### config.mk
export PLATFORM = sky130hd
export DESIGN_NAME = product_unloader_flat
export DESIGN_NICKNAME = d
export VERILOG_FILES = /design/src/rtl/product_unloader_if.sv /design/src/rtl/product_unloader.sv /design/src/flat_wrapper.sv
export SDC_FILE = /design/constraint.sdc
export NUM_CORES = 1
export LEC_CHECK = 0
export CORE_MARGIN = 2
export CORE_UTILIZATION = 49
export DETAILED_ROUTE_END_ITERATION = 6
export GPL_ROUTABILITY_DRIVEN = 0
export PLACE_DENSITY = 0.85
export SLEW_MARGIN = 20
export SYNTH_ARGS = -nofsm -noshare
export SYNTH_HDL_FRONTEND = slang
export SYNTH_SLANG_ARGS = --single-unit
### constraint.sdc
create_clock -name clk -period 2.3 [get_ports clk]
set_input_delay 0.345 -clock clk [delete_from_list [all_inputs] [get_ports clk]]
set_output_delay 0.345 -clock clk [all_outputs]
set_load 0.01 [all_outputs]
### src/rtl/product_unloader_if.sv
// rtl/product_unloader_if.sv - product capture and host word handshake bundle
//
// Purpose: groups the multiplier-side product handshake and the host-side
// word stream handshake of product_unloader.
// Signals:
//   prod_valid / prod_data / prod_ready : product offered by the multiplier
//   word_valid / word_data / word_last / word_ready : word stream to host
// Modports:
//   master : the environment (multiplier + host) around the unloader
//   slave  : the unloader itself
interface product_unloader_if #(
  parameter int WORD_W = 16
);
  logic                  prod_valid;
  logic [2*WORD_W-1:0]   prod_data;
  logic                  prod_ready;
  logic                  word_valid;
  logic [WORD_W-1:0]     word_data;
  logic                  word_last;
  logic                  word_ready;

  modport master (
    output prod_valid, prod_data, word_ready,
    input  prod_ready, word_valid, word_data, word_last
  );

  modport slave (
    input  prod_valid, prod_data, word_ready,
    output prod_ready, word_valid, word_data, word_last
  );
endinterface

### src/rtl/product_unloader.sv
// rtl/product_unloader.sv - streams a 2*WORD_W product to the host as two words
//
// Purpose: captures one finished product from the multiplier, presents it to
// the host bus as two WORD_W words with a valid/ready handshake, pulses done
// one cycle after the last word transfers and counts delivered products.
// Ports:
//   clk        : clock, rising edge
//   reset      : asynchronous, active-high
//   bus        : product_unloader_if.slave (product in, word stream out)
//   busy       : a product is held and not yet fully delivered
//   done       : one-cycle pulse after the final word transfers
//   prod_count : delivered products, wraps modulo 256
// Build option: PRODUCT_UNLOADER_HI_FIRST_EN sends the high half first.
module product_unloader #(
  parameter int WORD_W = 16
) (
  input  logic                   clk,
  input  logic                   reset,
  product_unloader_if.slave      bus,
  output logic                   busy,
  output logic                   done,
  output logic [7:0]             prod_count
);

  typedef enum logic [1:0] {
    IDLE        = 2'd0,
    SEND_FIRST  = 2'd1,
    SEND_SECOND = 2'd2
  } state_t;

  state_t              state, state_next;
  logic [2*WORD_W-1:0] hold;
  logic                capture;
  logic                final_xfer;
  logic [WORD_W-1:0]   first_word, second_word;

`ifdef PRODUCT_UNLOADER_HI_FIRST_EN
  assign first_word  = hold[2*WORD_W-1:WORD_W];
  assign second_word = hold[WORD_W-1:0];
`else
  assign first_word  = hold[WORD_W-1:0];
  assign second_word = hold[2*WORD_W-1:WORD_W];
`endif

  always_ff @(posedge clk or posedge reset) begin
    if (reset) begin
      state      <= IDLE;
      hold       <= '0;
      done       <= 1'b0;
      prod_count <= 8'd0;
    end else begin
      state <= state_next;
      // Holding register only loads on the capture edge; it stays frozen
      // through both sends and any stall.
      if (capture) begin
        hold <= bus.prod_data;
      end
      done <= final_xfer;
      if (final_xfer) begin
        prod_count <= prod_count + 8'd1;
      end
    end
  end

  always_comb begin
    state_next     = state;
    capture        = 1'b0;
    final_xfer     = 1'b0;
    bus.prod_ready = 1'b0;
    bus.word_valid = 1'b0;
    bus.word_data  = '0;
    bus.word_last  = 1'b0;
    busy           = 1'b1;
    case (state)
      IDLE: begin
        bus.prod_ready = 1'b1;
        busy           = 1'b0;
        if (bus.prod_valid) begin
          capture    = 1'b1;
          state_next = SEND_FIRST;
        end
      end
      SEND_FIRST: begin
        bus.word_valid = 1'b1;
        bus.word_data  = first_word;
        if (bus.word_ready) begin
          state_next = SEND_SECOND;
        end
      end
      SEND_SECOND: begin
        bus.word_valid = 1'b1;
        bus.word_data  = second_word;
        bus.word_last  = 1'b1;
        if (bus.word_ready) begin
          final_xfer = 1'b1;
          state_next = IDLE;
        end
      end
      default: begin
        state_next = IDLE;
      end
    endcase
  end

endmodule

### src/flat_wrapper.sv
// flat-port wrapper written by rule: the top's interface ports become plain ports
module product_unloader_flat 
#(
  parameter int WORD_W = 16
)
  (clk, reset, busy, done, prod_count, bus_prod_valid, bus_prod_data, bus_word_ready, bus_prod_ready, bus_word_valid, bus_word_data, bus_word_last);
  product_unloader_if #(.WORD_W(WORD_W)) bus_i ();
  input  logic clk;
  input  logic reset;
  output logic busy;
  output logic done;
  output logic [7:0] prod_count;
  input wire logic [$bits(bus_i.prod_valid)-1:0] bus_prod_valid;
  input wire logic [$bits(bus_i.prod_data)-1:0] bus_prod_data;
  input wire logic [$bits(bus_i.word_ready)-1:0] bus_word_ready;
  output wire logic [$bits(bus_i.prod_ready)-1:0] bus_prod_ready;
  output wire logic [$bits(bus_i.word_valid)-1:0] bus_word_valid;
  output wire logic [$bits(bus_i.word_data)-1:0] bus_word_data;
  output wire logic [$bits(bus_i.word_last)-1:0] bus_word_last;
  assign bus_i.prod_valid = bus_prod_valid;
  assign bus_i.prod_data = bus_prod_data;
  assign bus_i.word_ready = bus_word_ready;
  assign bus_prod_ready = bus_i.prod_ready;
  assign bus_word_valid = bus_i.word_valid;
  assign bus_word_data = bus_i.word_data;
  assign bus_word_last = bus_i.word_last;
  product_unloader #(.WORD_W(WORD_W)) u_core (.clk(clk), .reset(reset), .bus(bus_i), .busy(busy), .done(done), .prod_count(prod_count));
endmodule
After elaboration in Yosys (flattened, before gate mapping)
Cells that the tools add are included.
{"block": "word_totals", "out_inout_bits": 29, "input_bits": 36, "regBits": 43, "wordCells": 26}
{"block": "classes", "addsub": 1, "reduce_logical": 3, "n_eq_ne": 5, "mux": 13}
{"operator": "$pmux W16 S2", "count": 1}
{"operator": "$add A8 B1 Y8 const B", "count": 1}
{"operator": "$mux W1", "count": 8}
{"operator": "$mux W2", "count": 3}
{"operator": "$ne A2 B2 Y1 const B", "count": 3}
{"operator": "$pmux W2 S3", "count": 1}
{"operator": "$reduce_and A3 Y1", "count": 1}
{"operator": "$eq A2 B1 Y1 const B", "count": 1}
{"operator": "$eq A2 B2 Y1 const B", "count": 1}
{"operator": "$logic_not A2 Y1", "count": 1}
{"operator": "$reduce_or A2 Y1", "count": 1}

Depth between registers and ports, before layout
Gate-level depths: netlist (run 1).
{"block": "depth", "ltp_word": 3, "mapped_depth": 6, "ltp_nobuf": 5}

Worst setup path before layout (run 1)
OpenSTA, ideal clock, no wires.
{"block": "synth_path", "kind": "register to output", "from": "register u_core.state[0]", "to": "output bus_word_data[15]", "path_stages_with_launch": 7, "t_arrival_ns": 1.361, "n_path_buf": 2, "t_required_ns": 1.955, "slack_ns": 0.594, "cell_sequence": "dfrtp_1 inv_1 ha_1 buf_2 buf_2 a22oi_1 nor2b_1"}
{"block": "synth_via", "elab_chain_len": 2, "word_cells_on_any_way": 3, "classes_between": "2 x eq/ne; 1 x mux"}
{"item": "from (decl)", "line": "product_unloader.sv:31", "text": "state_t state, state_next;"}
{"item": "from (signal assigned)", "line": "product_unloader.sv:52", "text": "state <= state_next;"}
{"item": "$eq A2 B2 Y1 / $eq A2 B1 Y1 (equally long branches)", "line": "product_unloader.sv:74", "text": "case (state)"}
{"item": "$pmux W16 S2 *", "line": "product_unloader.sv:74"}
{"item": "to (decl)", "line": "flat_wrapper.sv:18", "text": "output wire logic [$bits(bus_i.word_data)-1:0] bus_word_data;"}
Every way passes the cells marked *; elsewhere a longest branch is shown, timed or not.

Worst setup path in the final report (run 1)
{"block": "layout_path", "from": "register u_core.state[1]", "to": "output bus_word_valid"}
{"block": "layout_via", "elab_chain_len": 3, "word_cells_on_any_way": 4, "classes_between": "2 x eq/ne; 1 x mux; 1 x reduce/logical"}
{"item": "$eq A2 B1 Y1 / $eq A2 B2 Y1 (equally long branches)", "line": "product_unloader.sv:74"}
{"item": "$reduce_or A2 Y1 (no source line) *"}
{"item": "$mux W1 *", "line": "product_unloader.sv:74"}
{"item": "to (decl)", "line": "flat_wrapper.sv:17", "text": "output wire logic [$bits(bus_i.word_valid)-1:0] bus_word_valid;"}
Marks and branches as above.

==> results by group, run 1 <==
Final layout
  – Nets: 264
  – Antenna diodes: 0
  – Post-layout util: 0.708
  – P&R area growth vs syn: 41.1%
  – Filler cells: 265
  – Post-Layout Cell Count: 272
  – Share of layout cells above drive strength 1: 0.252

Clocking
  – Clock tree buffer depth: 2
  – Insertion delay to the later sink of the worst-skew pair: 0.29 ns
  – H-tree levels: 2
  – CTS tree: yes
  – Total CTS buffers: 5
  – Clock transition at the registers of the reported paths: 0.07 ns
  – Clock sink count: 43
  – Root Driver: clkbuf_8

Worst setup path
  – Worst R2R Start: u_core.state[1]
  – CP arrival: 1.75 ns
  – Reg2reg setup slack: 0.69 ns
  – Critical Path Max Stage Delay: 0.58 ns
  – Slowest CP cell: clkdlybuf4s50_1
  – CP Launch Type: register
  – Worst setup EP type: output pin
  – Worst path required time: 1.96 ns
  – CP cell instances: inv_2 -> ha_4 -> clkdlybuf4s50_1
  – Reg2reg end: u_core.state[0]
  – Setup Crit Path Kind: reg2out
  – R2R depth: 6
  – CP Max Fanout: 17

STA
  – Max-slew headroom: 0.448
  – Endpoints failing hold: 0
  – Clk_skew: 0.00596 ns
  – Tmin final: 2.10 ns
  – Setup TNS: 0 ns
  – Hold_ws: 0.423 ns
  – Slew @ Worst Pin: 0.823 ns
  – Setup WS post-layout: 0.205 ns
  – Final Cycle Share: 0.911
  – Slew Viols, Final: 0
  – Final setup viols: 0
  – RSZ-0062 raised after global routing: no
  – F_max: 0.477 GHz

Synth
  – Yosys top cell by area: dfrtp_1
  – Cell Area, Synth: 1990 um^2
  – Avg Inst Size Synth: 13.4 um^2
  – Sequential area share after synthesis: 0.540
  – Post-synth EDFFs: 0
  – Post-synth cell types: 20
  – Top FF cell, synth: dfrtp_1
  – Mapped Nets: 192
  – Top-area cell type share of the netlist area: 0.540
  – Synth cell count leaders: dfrtp_1, mux2_2, a22oi_1, nor2b_1, ha_1
  – Ys async rst share: 1.00
  – Most numerous cell in the Yosys netlist: dfrtp_1
  – Synth Register Bits: 43
  – Instance count of the mapped netlist: 149
  – Top cells by area, synth: dfrtp_1, mux2_2, a22oi_1
  – Synth warn: 0

Die
  – Number of core rows: 23
  – I/O Pins: 65
  – Die area: 4590 um^2
  – Chip width: 67.8 um
  – Initial Util: 0.502
  – Die height: 67.8 um
  – Core ar.: 3970 um^2

Placement
  – Port Buf Inserts: 64
  – Place WS: 0.0603 ns
  – Placed cell count: 262
  – DP HPWL: 3.34 mm

Global routing
  – Vias in the first global route: 1553
  – Largest net degree at the start of global routing: 25
  – Initial antenna violation count: 0
  – First-pass GRT wire length: 7.16 mm
  – GR Overflow Total: 0
  – Total Routing Usage GR: 0.214

Outcome
  – Status: finished clean

Power
  – Pleak: 1.30 nW
  – Power per standard cell area: 1260 nW/um^2
  – VDD IR max: 0.000661 V

Routing
  – Iter 0 DRT Violations: 32
  – Via-to-Cell Ratio: 5.28
  – 1st-pass router iterations: 4
  – Post-route ant nets: 0
  – Total Wirelength: 4.47 mm
  – DR WL/cell: 16.4 um
  – Vias: 1436
  – Drt drc: 0

Worst hold path
  – Hold Path Class: in2async

Job
  – Max-cap violations: 0
==> repair_timing <==
action	in CTS	in global routing
cloned	0	0
setup buffers	2	0
endpoints found under the hold margin	0	0
endpoints found under the setup margin	17	6
resized for setup	16	7
hold buffers	0	0
==> cell usage in the layout (no fill, tap or decap) <==
master and count:
mux2_2 34, dlygate4sd2_1 10, buf_4 8, ha_1 5, clkbuf_8 5, inv_2 2
clkdlybuf4s50_1 48, mux2_1 1, xnor2_1 6, and2_1 1, clkinv_2 1, nand2_1 2
ha_2 1, xor2_1 1, nand4_1 4, nor2b_1 16, buf_6 2, o22ai_1 1
nor2_1 1, dlymetal6s2s_1 6, ha_4 1, a22oi_1 16, nand2_2 1, inv_1 1
clkbuf_1 1, dfrtp_1 43, and4_1 1, clkinv_1 1, and3_1 1, clkinvlp_4 1
==> critical path: cells and delay by family, from the launching register on <==
kind	cells	cell delay (ns)
buf+inv	2	0.67
flops	1	0.42
fa+ha+maj	1	0.37
==> final cells by class <==
| type | instances | area, um^2 | area share |
|---|---|---|---|
| clock buffer | 6 | 72.6 | 0.0258 |
| clock inverter | 2 | 12.5 | 0.00445 |
| inverter | 4 | 15.0 | 0.00534 |
| multi-input combinational | 93 | 848 | 0.302 |
| sequential | 43 | 1080 | 0.383 |
| tap | 50 | 62.6 | 0.0222 |
| timing repair buffer | 74 | 726 | 0.258 |
==> layer usage <==
layer | part of all wire | wire, um | up-vias | GRT usage
li1 | - | - | 668 | -
met4 | 0.013 | 59 | 0 | 0.0900
met3 | 0.071 | 316 | 7 | 0.0567
met2 | 0.51 | 2280 | 54 | 0.362
met1 | 0.41 | 1820 | 707 | 0.257
met5 | 0 | 0 | - | 0
==> through the flow <==
| step | power [mW] | instance area [um^2] |
|---|---|---|
| after global placement | 2.97 | 2690 |
| after detailed placement | 3.09 | 2690 |
| after CTS | 3.57 | 2790 |
| after global routing | 3.78 | 2810 |
| after floorplan | 2.35 | 1990 |
| final | 3.53 | 2810 |
==> cells by family after synthesis <==
group                    share of synthesized area
AND/OR/NAND/NOR                             0.0822
adder cells (fa/ha/maj)                     0.0439
XOR/XNOR                                    0.0308
buffers and inverters                       0.0421
flip-flops                                   0.540
AO/OA/AOI/OAI                               0.0634
multiplexers                                 0.198
==> registers in the layout, summed over array words and instances, names as in the netlist <==
register           count
u_core.hold           32
u_core.state           2
u_core.done            1
u_core.prod_count      8
==> worst max-delay path by stage <==
| stage | start | to | slack [ns] |
|---|---|---|---|
| detailed placement | u_core.state[0] | bus_word_data[3] | 0.06 |
| finish | u_core.state[1] | bus_word_valid | 0.20 |
| global route | u_core.state[1] | bus_word_data[3] | 0.12 |
| global placement | u_core.state[0] | bus_word_data[3] | 0.19 |
| floorplan | u_core.state[0] | bus_word_data[15] | 0.59 |
| CTS | u_core.state[0] | bus_word_data[14] | 0.003 |
==> power by group <==
group | leakage [nW] | switching, mW | internal [mW]
sequential | 0.520 | 0.224 | 1.10
clock | 0.0412 | 0.242 | 0.212
combinational | 0.738 | 0.727 | 1.02
Power figures use the tool's default switching activity.
==> run 2: changes to the inputs <==
--- a/config.mk
+++ b/config.mk
@@ -9,8 +9,10 @@
 export CORE_UTILIZATION = 49
 export DETAILED_ROUTE_END_ITERATION = 6
 export GPL_ROUTABILITY_DRIVEN = 0
+export GPL_TIMING_DRIVEN = 0
 export PLACE_DENSITY = 0.85
 export SLEW_MARGIN = 20
 export SYNTH_ARGS = -nofsm -noshare
 export SYNTH_HDL_FRONTEND = slang
 export SYNTH_SLANG_ARGS = --single-unit
+export TNS_END_PERCENT = 20
==> run 2 against run 1 <==
- hold slack worse by 0.12 ns
- routed wire length increased by 3.7%
- register-to-register slack better by 0.08 ns
- global-route usage fell by 0.46 points
- critical path type unchanged
==> results by group, run 2 (synthesis gave the netlist of run 1 again) <==
Final layout
  – Commonest non-fill, non-tap cell in the layout: clkdlybuf4s50_1
  – Largest Register: u_core.hold
  – Post-layout util: 0.728
  – Max reg flops: 32
  – Share of layout cells above drive strength 1: 0.260
  – Nets: 265
  – Commonest cells after routing, fill and taps aside: clkdlybuf4s50_1, dfrtp_1, mux2_2, a22oi_1, nor2b_1
  – Antenna diodes: 0
  – P&R area growth vs syn: 45.0%
  – Largest regs: u_core.hold: 32 flops, u_core.prod_count: 8 flops, u_core.state: 2 flops
  – Fin area: 2890 um^2
  – Post-Layout Cell Count: 273

Worst setup path
  – CP arrival: 1.84 ns
  – CP Launch Type: register
  – CP Max Fanout: 10
  – Worst setup EP type: output pin
  – Worst path required time: 1.96 ns
  – Setup Crit Path Kind: reg2out

Clocking
  – Insertion delay to the later sink of the worst-skew pair: 0.29 ns
  – Total CTS buffers: 5
  – Clock sink count: 43
  – CTS tree: yes
  – H-tree levels: 2
  – Clock tree buffer depth: 2
  – Post-cts hold buffer count: 0
  – Clock transition at the registers of the reported paths: 0.08 ns
  – Root Driver: clkbuf_8

Global routing
  – First-pass GRT wire length: 7.02 mm
  – Vias in the first global route: 1523
  – Largest net degree at the start of global routing: 33
  – Total Routing Usage GR: 0.209
  – GR Overflow Total: 0
  – Initial antenna violation count: 0

STA
  – Clk_skew: 0.00305 ns
  – Slew Viols, Final: 0
  – F_max: 0.458 GHz
  – Endpoints failing hold: 0
  – Tmin final: 2.18 ns
  – Setup TNS: 0 ns
  – RSZ-0062 raised after global routing: no
  – Final setup viols: 0
  – Max-slew headroom: 0.815
  – Slew @ Worst Pin: 0.277 ns
  – Final Cycle Share: 0.950

Die
  – Initial Util: 0.502
  – Number of core rows: 23
  – Chip width: 67.8 um
  – Die height: 67.8 um
  – I/O Pins: 65
  – Die area: 4590 um^2
  – Core ar.: 3970 um^2

Routing
  – Via-to-Cell Ratio: 5.29
  – Vias: 1445
  – 1st-pass router iterations: 4
  – Drt drc: 0
  – DR WL/cell: 17.0 um
  – Post-route ant nets: 0
  – Total Wirelength: 4.64 mm
  – Iter 0 DRT Violations: 78

Placement
  – Placed cell count: 264
  – Area after DPL: 2720 um^2
  – DP HPWL: 3.33 mm
  – Port Buf Inserts: 64

Power
  – Power per standard cell area: 1290 nW/um^2
  – VDD IR max: 0.000665 V
  – Pleak: 1.39 nW
  – Total Power: 3.74 mW

Outcome
  – Status: finished clean

Job
  – Max-cap violations: 0

Worst hold path
  – Hold Path Class: in2async
==> run 2: path summary, 6_finish.rpt <==
path                                        end  slack [ns]                 start  cells after the start
max                            bus_word_data[4]        0.12       u_core.state[0]                      7
min                        u_core.prod_count[5]        0.31                 reset                      2
max reg2reg                     u_core.state[0]        0.77       u_core.state[1]                      6
min reg2reg                u_core.prod_count[7]        0.49  u_core.prod_count[7]                      1
max in group asynchronous       u_core.hold[29]        1.55                 reset                      3
min in group clk           u_core.prod_count[7]        0.49  u_core.prod_count[7]                      1
==> run 2: power by group <==
group	internal [mW]	switching (mW)	leakage, nW
Sequential	1.10	0.223	0.520
Clock	0.351	0.246	0.0612
Combinational	1.06	0.752	0.808
Total	2.52	1.22	1.39
==> run 2: final cells by class <==
cell class	count	area (um^2)
Timing Repair Buffer	66	686
Multi-Input combinational cell	93	846
Fill cell	256	1080
Inverter	4	15.0
Clock inverter	2	35.0
Clock buffer	6	82.6
Buffer	9	87.6
Sequential cell	43	1080
Tap cell	50	62.6
==> run 2: routing by layer <==
layer  up-vias  share of wire  track usage
met5         -              0            0
met4         0         0.0086       0.0600
met3         5          0.077       0.0633
met2        53           0.50        0.360
met1       721           0.42        0.252
li1        666              -            -
==> run 2: metrics by stage <==
step	hold WS [ns]	worst slack [ns]
after floorplan	0.465	0.594
after global placement	0.465	-0.0297
after detailed placement	0.474	-0.0967
after CTS	0.310	-0.156
after global routing	0.331	0.0371
final	0.308	0.115
==> run 2: critical path: stages (launching register included) <==
cell and delay [ns]:
dfrtp_1 0.40, inv_2 0.11, ha_1 0.19, buf_4 0.18, buf_6 0.15, a22oi_1 0.09, nor2b_1 0.15, dlygate4sd2_1 0.28
==> run 2: timing repair <==
action / 4_1_cts / 5_1_grt
hold endpoints to repair: 0 / 0
buffers inserted: 0 / 1
pin swaps: 0 / 0
gates resized for setup: 16 / 11
endpoints found under the setup margin: 16 / 10
==> run 3: changes to the inputs <==
--- a/config.mk
+++ b/config.mk
@@ -11,7 +11,7 @@
 export GPL_ROUTABILITY_DRIVEN = 0
 export GPL_TIMING_DRIVEN = 0
 export PLACE_DENSITY = 0.85
-export SLEW_MARGIN = 20
+export SLEW_MARGIN = 10
 export SYNTH_ARGS = -nofsm -noshare
 export SYNTH_HDL_FRONTEND = slang
 export SYNTH_SLANG_ARGS = --single-unit
==> results of run 3 <==
Same layout as run 2: the final DEF is identical, and so are final timing and power.
==> variant (settings of run 1) <==
`WORD_W` is set to 16 in 3 places; all go to 32.
--- a/src/rtl/product_unloader_if.sv
+++ b/src/rtl/product_unloader_if.sv
@@ -10,5 +10,5 @@
 //   slave  : the unloader itself
 interface product_unloader_if #(
-  parameter int WORD_W = 16
+  parameter int WORD_W = 32
 );
   logic                  prod_valid;
--- a/src/rtl/product_unloader.sv
+++ b/src/rtl/product_unloader.sv
@@ -13,5 +13,5 @@
 // Build option: PRODUCT_UNLOADER_HI_FIRST_EN sends the high half first.
 module product_unloader #(
-  parameter int WORD_W = 16
+  parameter int WORD_W = 32
 ) (
   input  logic                   clk,
--- a/src/flat_wrapper.sv
+++ b/src/flat_wrapper.sv
@@ -2,5 +2,5 @@
 module product_unloader_flat 
 #(
-  parameter int WORD_W = 16
+  parameter int WORD_W = 32
 )
   (clk, reset, busy, done, prod_count, bus_prod_valid, bus_prod_data, bus_word_ready, bus_prod_ready, bus_word_valid, bus_word_data, bus_word_last);
Ports: changed (resized bus_prod_data and bus_word_data); port bits go from 65 to 113. No check against the original RTL was run, so the function may have changed too.
==> variant against run 1 <==
- worst setup slack lost 0.14 ns
- sequential cell count grew 32
- first-iteration DRC count grew to 2.9 times the old value
- power grew 92%
- non-clock buffer count grew 54
- final area grew 79%
- routed wire length grew 75%
- global-route usage shrank 0.65 points
- largest cell class unchanged
- area after synthesis grew 74%
- critical path type unchanged
==> variant: results (changes against run 1) <==
outcome completed; Compound-Gate Fraction of Synth Area 7.12% (+0.78 points); sequential power 2.34 mW (+76%); Clock-cell share 4.80% (+1.8 points); first element of the critical path u_core.state[0]$_DFFE_PP0P_; sequential fraction of the synthesis area 54.2% (+0.26 points); DP HPWL 5.24 mm (+57%); peak supply drop 0.625 mV (-5.5%); non-clock buffer count 128 (+73%); Comb group 3.25 mW (+86%); Gates resized, CTS repair 44 (+28); critical path fanouts, max 19 (+2); tap cells 96 (+92%); vias in the first global route 2573 (+66%); Placed Area 0.00468 mm2 (+74%); Seq area share 37.3% (-0.95 points); XOR/XNOR share of the synthesized area 1.77% (-1.3 points); multi-input combinational cell area 0.00148 mm2 (+74%); Signal buf overhead 25.9% (+0.051 points); clock buf count 11 (+5); final routed wire length divided by cell count 16.4 um (-0.13%); H-tree level count 3 (+1); Initial DRC Count 93 (+190%); Inst Count DP 453 (+73%); largest cells by area after synthesis dfrtp_1 54%, mux2_2 20%, a22oi_1 6.9%, nor2b_1 5.8%, ha_1 2.5%; max_slew headroom 73.3% (+29 points); Fill cells 485 (+83%); met1 wire length 3.37 mm (+86%); clk_lat worst skew 0.33 ns (+0.04 ns); CTS Sinks 75 (+74%); multiplexer share of the synthesized area 22.4% (+2.6 points); CP endpoint bus_word_data[17]; wire length of the first global-routing pass 12.3 mm (+72%); Via density 5.18 (-1.9%); WL met3 467 um (+48%); Post-Layout Cell Count 476 (+75%); largest net degree at the start of global routing 76 (+200%); Syn Nets 328 (+71%); GRT Util Overall 20.7% (-0.65 points)
-- variant: changes by cell type after synthesis --
cell / delta
nor2b_1: +16
buf_6: -4
a22oi_1: +16
nand2_4: +1
buf_2: +1
nand2_2: -1
mux2_2: +28
mux2_4: +5
clkbuf_1: +5
dfrtp_1: +32
clkbuf_8: +6
mux2_1: -1
-- variant: cell families (layout without fill, tap and decap cells) --
logic type                 count (synthesis)  after routing
DFF                                       75             75
muxes                                     67             67
adders and majority gates                  7              7
xor gates and xnor gates                   7              7
and+or+nand+nor                           43             43
buffers and inverters                     21            148
AOI/OAI and AO/OA                         33             33
-- variant: critical path, stage by stage (launching register included) --
cell and delay [ns]:
dfrtp_2 0.44, buf_4 0.16, ha_4 0.17, buf_12 0.15, a22oi_1 0.24, nor2b_1 0.09, dlygate4sd2_1 0.30
-- variant: routing by layer --
metal | vias to the layer above | GRT usage, %
met5 | - | 0
met4 | 0 | 6.47
met3 | 8 | 4.90
met2 | 90 | 35.0
met1 | 1228 | 26.6
li1 | 1140 | -
